### src/rtl/sevenseg_pkg.sv
// Shared constants for the 7-segment readback block: active-low abcdefg
// patterns, capture FSM states and the stability counter width.
package sevenseg_pkg;

    localparam logic [6:0] SEG_0     = 7'b0000001;
    localparam logic [6:0] SEG_1     = 7'b1001111;
    localparam logic [6:0] SEG_2     = 7'b0010010;
    localparam logic [6:0] SEG_3     = 7'b0000110;
    localparam logic [6:0] SEG_4     = 7'b1001100;
    localparam logic [6:0] SEG_5     = 7'b0100100;
    localparam logic [6:0] SEG_6     = 7'b0100000;
    localparam logic [6:0] SEG_7     = 7'b0001111;
    localparam logic [6:0] SEG_8     = 7'b0000000;
    localparam logic [6:0] SEG_9     = 7'b0000100;
    localparam logic [6:0] SEG_A     = 7'b0001000;
    localparam logic [6:0] SEG_B     = 7'b1100000;
    localparam logic [6:0] SEG_C     = 7'b0110001;
    localparam logic [6:0] SEG_D     = 7'b1000010;
    localparam logic [6:0] SEG_E     = 7'b0110000;
    localparam logic [6:0] SEG_F     = 7'b0111000;
    localparam logic [6:0] SEG_BLANK = 7'b1111111;

    typedef enum logic [1:0] {
        IDLE,
        SETTLE,
        CAPTURE,
        HOLD
    } cap_state_t;

    // Wide enough for the largest legal STABLE_CYCLES (255).
    localparam int CNT_W = 8;

endpackage

### src/rtl/sevenseg_bcd_capture_decode.sv
// Combinational active-low abcdefg pattern to hex value decoder, with
// blank (all segments off) and unrecognised-pattern flags.
module sevenseg_pattern_decode
    import sevenseg_pkg::*;
(
    input  logic [6:0] seg_n,
    output logic [3:0] value,
    output logic       blank,
    output logic       err
);

    always_comb begin
        value = 4'h0;
        blank = 1'b0;
        err   = 1'b0;
        case (seg_n)
            SEG_0:     value = 4'h0;
            SEG_1:     value = 4'h1;
            SEG_2:     value = 4'h2;
            SEG_3:     value = 4'h3;
            SEG_4:     value = 4'h4;
            SEG_5:     value = 4'h5;
            SEG_6:     value = 4'h6;
            SEG_7:     value = 4'h7;
            SEG_8:     value = 4'h8;
            SEG_9:     value = 4'h9;
            SEG_A:     value = 4'hA;
            SEG_B:     value = 4'hB;
            SEG_C:     value = 4'hC;
            SEG_D:     value = 4'hD;
            SEG_E:     value = 4'hE;
            SEG_F:     value = 4'hF;
            SEG_BLANK: blank = 1'b1;
            default:   err   = 1'b1;
        endcase
    end

endmodule

### src/rtl/sevenseg_bcd_capture.sv
// Snoops a multiplexed active-low 7-segment bus and reconstructs per-digit values.
// Optional decimal-point capture is enabled with `define SEVENSEG_CAP_DP_EN.
module sevenseg_bcd_capture
    import sevenseg_pkg::*;
#(
    parameter int NUM_DIGITS    = 4,
    parameter int STABLE_CYCLES = 8
) (
    input  logic                    clk,
    input  logic                    rst_n,
    input  logic [6:0]              seg_n,
    input  logic [NUM_DIGITS-1:0]   an_n,
`ifdef SEVENSEG_CAP_DP_EN
    input  logic                    dp_n,
    output logic [NUM_DIGITS-1:0]   digit_dp,
`endif
    input  logic                    clear,
    output logic [4*NUM_DIGITS-1:0] digits,
    output logic [NUM_DIGITS-1:0]   digit_valid,
    output logic [NUM_DIGITS-1:0]   digit_blank,
    output logic [NUM_DIGITS-1:0]   digit_err,
    output logic                    frame_done
);

    localparam int IDX_W = (NUM_DIGITS > 1) ? $clog2(NUM_DIGITS) : 1;
    localparam logic [NUM_DIGITS-1:0] ONE    = NUM_DIGITS'(1);
    localparam logic [CNT_W-1:0]      STABLE = CNT_W'(STABLE_CYCLES);

`ifdef SEVENSEG_CAP_DP_EN
    localparam int PW = 8;
`else
    localparam int PW = 7;
`endif

    logic [PW-1:0]         pat_in;
    logic [PW-1:0]         pat_p0;
    logic [PW-1:0]         lat_pat;
    logic [NUM_DIGITS-1:0] an_p0;
    logic [NUM_DIGITS-1:0] lat_an;
    logic [NUM_DIGITS-1:0] sel;
    logic [NUM_DIGITS-1:0] wr_mask;
    logic [IDX_W-1:0]      idx;
    logic [IDX_W-1:0]      lat_idx;
    logic                  onehot;
    logic                  match;
    cap_state_t            state;
    cap_state_t            state_n;
    logic [CNT_W-1:0]      cnt;
    logic [CNT_W-1:0]      cnt_n;
    logic                  relatch;
    logic                  wr;
    logic                  frame_pend;
    logic [3:0]            dec_val;
    logic                  dec_blank;
    logic                  dec_err;

`ifdef SEVENSEG_CAP_DP_EN
    assign pat_in = {dp_n, seg_n};
`else
    assign pat_in = seg_n;
`endif

    // Stage p0: register the bus once; everything downstream uses these copies.
    always_ff @(posedge clk or negedge rst_n) begin
        if (!rst_n) begin
            an_p0  <= '1;
            pat_p0 <= '1;
        end else begin
            an_p0  <= an_n;
            pat_p0 <= pat_in;
        end
    end

    always_comb begin
        sel    = ~an_p0;
        onehot = (sel != '0) && ((sel & (sel - ONE)) == '0);
        idx    = '0;
        for (int i = 0; i < NUM_DIGITS; i++) begin
            if (sel[i]) idx = IDX_W'(i);
        end
    end

    assign match = (an_p0 == lat_an) && (pat_p0 == lat_pat);

    always_ff @(posedge clk or negedge rst_n) begin
        if (!rst_n) begin
            state   <= IDLE;
            cnt     <= '0;
            lat_an  <= '1;
            lat_pat <= '1;
            lat_idx <= '0;
        end else begin
            state <= state_n;
            cnt   <= cnt_n;
            if (relatch) begin
                lat_an  <= an_p0;
                lat_pat <= pat_p0;
                lat_idx <= idx;
            end
        end
    end

    always_comb begin
        state_n = state;
        cnt_n   = cnt;
        relatch = 1'b0;
        wr      = 1'b0;
        case (state)
            IDLE: begin
                if (onehot) begin
                    state_n = SETTLE;
                    cnt_n   = CNT_W'(1);
                    relatch = 1'b1;
                end
            end
            SETTLE: begin
                if (match) begin
                    if (cnt >= STABLE) state_n = CAPTURE;
                    else               cnt_n   = cnt + CNT_W'(1);
                end else if (onehot) begin
                    cnt_n   = CNT_W'(1);
                    relatch = 1'b1;
                end else begin
                    state_n = IDLE;
                    cnt_n   = '0;
                end
            end
            CAPTURE: begin
                wr      = 1'b1;
                state_n = HOLD;
                cnt_n   = '0;
            end
            HOLD: begin
                if (!match) begin
                    if (onehot) begin
                        state_n = SETTLE;
                        cnt_n   = CNT_W'(1);
                        relatch = 1'b1;
                    end else begin
                        state_n = IDLE;
                    end
                end
            end
            default: state_n = IDLE;
        endcase
        // clear wins over a capture in the same cycle and restarts qualification
        if (clear) begin
            state_n = IDLE;
            cnt_n   = '0;
            relatch = 1'b0;
            wr      = 1'b0;
        end
    end

    sevenseg_pattern_decode u_decode (
        .seg_n (lat_pat[6:0]),
        .value (dec_val),
        .blank (dec_blank),
        .err   (dec_err)
    );

    assign wr_mask = ONE << lat_idx;

    // Stage p1: per-digit result registers and frame bookkeeping.
    always_ff @(posedge clk or negedge rst_n) begin
        if (!rst_n) begin
            digits      <= '0;
            digit_valid <= '0;
            digit_blank <= '0;
            digit_err   <= '0;
            frame_done  <= 1'b0;
            frame_pend  <= 1'b0;
`ifdef SEVENSEG_CAP_DP_EN
            digit_dp    <= '0;
`endif
        end else begin
            frame_done <= 1'b0;
            frame_pend <= 1'b0;
            if (clear) begin
                digit_valid <= '0;
                digit_blank <= '0;
                digit_err   <= '0;
`ifdef SEVENSEG_CAP_DP_EN
                digit_dp    <= '0;
`endif
            end else if (wr) begin
                for (int i = 0; i < NUM_DIGITS; i++) begin
                    if (lat_idx == IDX_W'(i)) digits[4*i +: 4] <= dec_val;
                end
                digit_valid <= digit_valid | wr_mask;
                digit_blank <= dec_blank ? (digit_blank | wr_mask) : (digit_blank & ~wr_mask);
                digit_err   <= dec_err   ? (digit_err | wr_mask)   : (digit_err & ~wr_mask);
`ifdef SEVENSEG_CAP_DP_EN
                digit_dp    <= !lat_pat[7] ? (digit_dp | wr_mask) : (digit_dp & ~wr_mask);
`endif
                frame_pend  <= ((digit_valid | wr_mask) == '1);
            end else if (frame_pend) begin
                // Start the next frame with only the just-written digit valid.
                frame_done  <= 1'b1;
                digit_valid <= wr_mask;
            end
        end
    end

endmodule

### config.mk
export PLATFORM = sky130hd
export DESIGN_NAME = sevenseg_bcd_capture
export DESIGN_NICKNAME = d
export VERILOG_FILES = /design/src/rtl/sevenseg_pkg.sv /design/src/rtl/sevenseg_bcd_capture_decode.sv /design/src/rtl/sevenseg_bcd_capture.sv
export SDC_FILE = /design/constraint.sdc
export NUM_CORES = 1
export LEC_CHECK = 0
export BUFFER_PORTS_ARGS = -buffer_cell sky130_fd_sc_hd__buf_2
export CORE_AREA = 4 4 79 88
export CTS_CLUSTER_DIAMETER = 200
export DETAILED_ROUTE_END_ITERATION = 12
export DIE_AREA = 0 0 83 92
export PLACE_DENSITY = 0.78
export SYNTH_ARGS = -nofsm -noshare
export SYNTH_HDL_FRONTEND = slang
export SYNTH_HIERARCHICAL = 1
export SYNTH_SLANG_ARGS = --single-unit
### constraint.sdc
create_clock -name clk -period 2.35 [get_ports clk]
set_input_delay 0.235 -clock clk [delete_from_list [all_inputs] [get_ports clk]]
set_output_delay 0.235 -clock clk [all_outputs]
set_load 0.02 [all_outputs]
==> run summary <==
1st-pass router iterations: 4
Share of the yosys chip area belonging to registers: 47.5%
Routed Antenna Nets: 0
WP buf/inv: 2
Status: finished, final reports clean
Switching Share: 34.4%
DR vias/cell: 5.75
Number of CTS-inserted buffers: 9
Post-Route WL: 7.08 mm
Hold slack: 0.280 ns
Slew @ Worst Pin: 0.661 ns
Data arrival time of the critical path: 2.45 ns
CP Capture Type: register
Clock Power Share: 23.2%
Seq pwr share: 44.1%
Num rows: 30
Sink Count: 64
Leak Pwr: 0.00188 uW
DR DRC count: 0
Hold path start: clear
Pwr/cell area: 834 mW/mm2
Clock Path Buffers: 2
Layout cells sized above 1: 37.7%
Post-synth top area share: 30.7%
Placed insts: 422
Synth cell types: 67
RSZ-0062 raised after global routing: false
Worst IR Drop VDD: 0.716 mV
Post-synthesis async set-or-reset flop share: 100%
First-pass GRT wire length: 12.3 mm
Fin. max-slew vios: 0
Largest net degree at the start of global routing: 37
Iter 0 DRT Violations: 83
CP most frequent cell: inv_1
Die Ht: 92 um
Worst-skew pair later-pin latency: 0.34 ns
RePlAce Congestion: 0.819
Relative slew slack: 55.9%
Final Hold Viols: 0
Total gr overflow: 0
R2R Path Start: state[0]$_DFFE_PN0P_
Area leader, netlist: dfrtp_1
Comb power frac: 32.7%
Starting Density: 56.4%
Placeable Area: 0.00608 mm2
DP HPWL: 4.99 mm
Synth Area per Inst: 11.3 um2
Sw power: 1160 uW
Max-cap violations: 0
Mapped Area: 0.00343 mm2
I/O pins: 43
GR Util All Layers: 19.7%
H-tree depth: 3
Synthesized netlist cell count: 302
Worst clock skew: 0.00753 ns
Fmax: 456 MHz
Non-Filler Instances: 449
Delay-heaviest family, CP: compound AO/OA/AOI/OAI gates
Max incr delay on CP: 0.46 ns
Total Nets Final: 385
Die W: 83 um
Crit path kind: reg -> reg
Primary FF master, synth: dfrtp_1
Slowest-stage cell, CP: dfrtp_1
Startpoint types: register
Clock tree from TritonCTS: done
Count of input and output buffers: 42
Clock Tree Root: clkbuf_8
Syn. warnings: 6
Initial antenna violation count: 0
Total number of vias: 2,582
Beginning of the critical path: state[0]$_DFFE_PN0P_
Hold Crit Class: in -> reg
P_int: 2200 uW
Setup TNS: 0 ns
Area contributors post-synth: dfrtp_1, dfstp_2, mux2_2
Final setup violating endpoints: 0
Power Total: 3360 uW
Drt wl/cell: 15.8 um
Synth Register Bits: 64
Reg clk slew, reported paths: 0.07 ns
Crit Path Max Fanout: 7
Die Area: 0.00764 mm2
Ant. Diodes: 0
EDFF count, synth: 0
Fillcell total: 485
Vias in the first global route: 2,614
Synthesis-to-layout area growth: 17.6%
Crit share post-route: 93.3%
Final min period: 2.19 ns
Worst-path cell chain: inv_1 -> ha_1 -> inv_1 -> a31o_2 -> a2111oi_0 -> o21ai_0 -> a21oi_1
Worst path required time: 2.61 ns
Net Count, Synth: 322
==> kinds of logic after synthesis <==
logic type      count (synthesis)  synth area share, %
simple gates                   90                 14.9
flops                          64                 47.5
compound gates                 53                 12.3
mux                            39                 13.7
buf+inv                        35                 5.55
xor+xnor                       15                 3.83
fa+ha+maj                       6                 2.19
==> cells in the mapped netlist, types with 3 or more instances <==
cell type  number
dfrtp_1        42
dfstp_2        22
mux2_2         22
nor2_1         22
inv_1          18
xnor2_1        14
nand2_1        11
nor3_1         11
mux2_4         10
o21ai_0         9
a21oi_1         8
mux2i_1         7
nand3_1         7
a31oi_1         6
ha_1            6
nand4_1         6
and3_1          5
clkbuf_1        5
buf_4           4
nor4_1          4
buf_6           3
nand2b_1        3
==> sequential cells by signal, indices dropped and copies added, names as in the netlist <==
register	cells
an_p0	4
cnt	8
digit_blank	4
digit_err	4
digit_valid	4
digits	16
frame_done	1
frame_pend	1
lat_an	4
lat_idx	2
lat_pat	7
pat_p0	7
state	2
==> final cells by class <==
class,instances,area [um2],share of cell area [%]
inverters,18,67.6,1.68
clock inverters,4,22.5,0.559
well taps,80,100,2.48
repair buffers,69,468,11.6
clock buffers,11,131,3.26
flip-flops and latches,64,1630,40.4
multi-input cells,203,1610,40.0
==> path summary, 6_finish.rpt <==
check	slack, ns	end	depth (start not counted)
hold reg to reg	0.50	digits[7]$_DFFE_PN0P_	1
min in group asynchronous	0.45	digit_valid[0]$_DFFE_PN0P_	2
setup reg to reg	0.16	cnt[7]$_DFFE_PN0P_	7
hold / removal	0.28	digit_blank[0]$_DFFE_PN0P_	2
setup / recovery	0.16	cnt[7]$_DFFE_PN0P_	7
max in group asynchronous	1.21	lat_pat[1]$_DFFE_PN1P_	3
==> cell usage in the layout, fill, tap and decap left out, types with 3 or more instances in the layout <==
master and instances:
a21oi_1 8, a31oi_1 6, and3_1 5, buf_2 42
buf_4 13, clkbuf_8 9, clkinv_2 3, dfrtp_1 42
dfstp_2 22, dlygate4sd3_1 12, ha_1 6, inv_1 18
mux2_2 22, mux2_4 10, mux2i_1 7, nand2_1 11
nand2b_1 3, nand3_1 7, nand4_1 6, nor2_1 22
nor3_1 11, nor4_1 4, o21ai_0 9, xnor2_1 14
==> what timing repair did <==
action,CTS,global route
setup buffers,0,0
hold endpoints to repair,39,0
hold buffers,12,0
endpoints found under the setup margin,0,3
resized for setup,0,1
==> power by group through the flow <==
stage	sequential [uW]	combinational [uW]	clock [uW]
2_1_floorplan	1420	922	0
3_3_place_gp	1490	1050	0
3_5_place_dp	1500	1070	0
4_1_cts	1480	1090	794
5_1_grt	1500	1190	856
6_report	1480	1100	780
==> metal layers <==
metal	wire length, um	vias to the layer above	global-route usage, %
li1	-	1231	-
met1	3050	1271	23.8
met2	3570	73	34.4
met3	342	7	4.22
met4	109	0	7.77
met5	0	-	0
==> per-stage QoR <==
step	util, %	instance area (um2)	setup WS [ns]
finish	66.3	4030	0.157
global route	66.3	4030	0.00869
CTS	66.2	4030	0.142
detailed placement	61.7	3750	0.144
global placement	61.7	3750	0.236
floorplan	-	3430	0.272
Power figures use the tool's default switching activity.
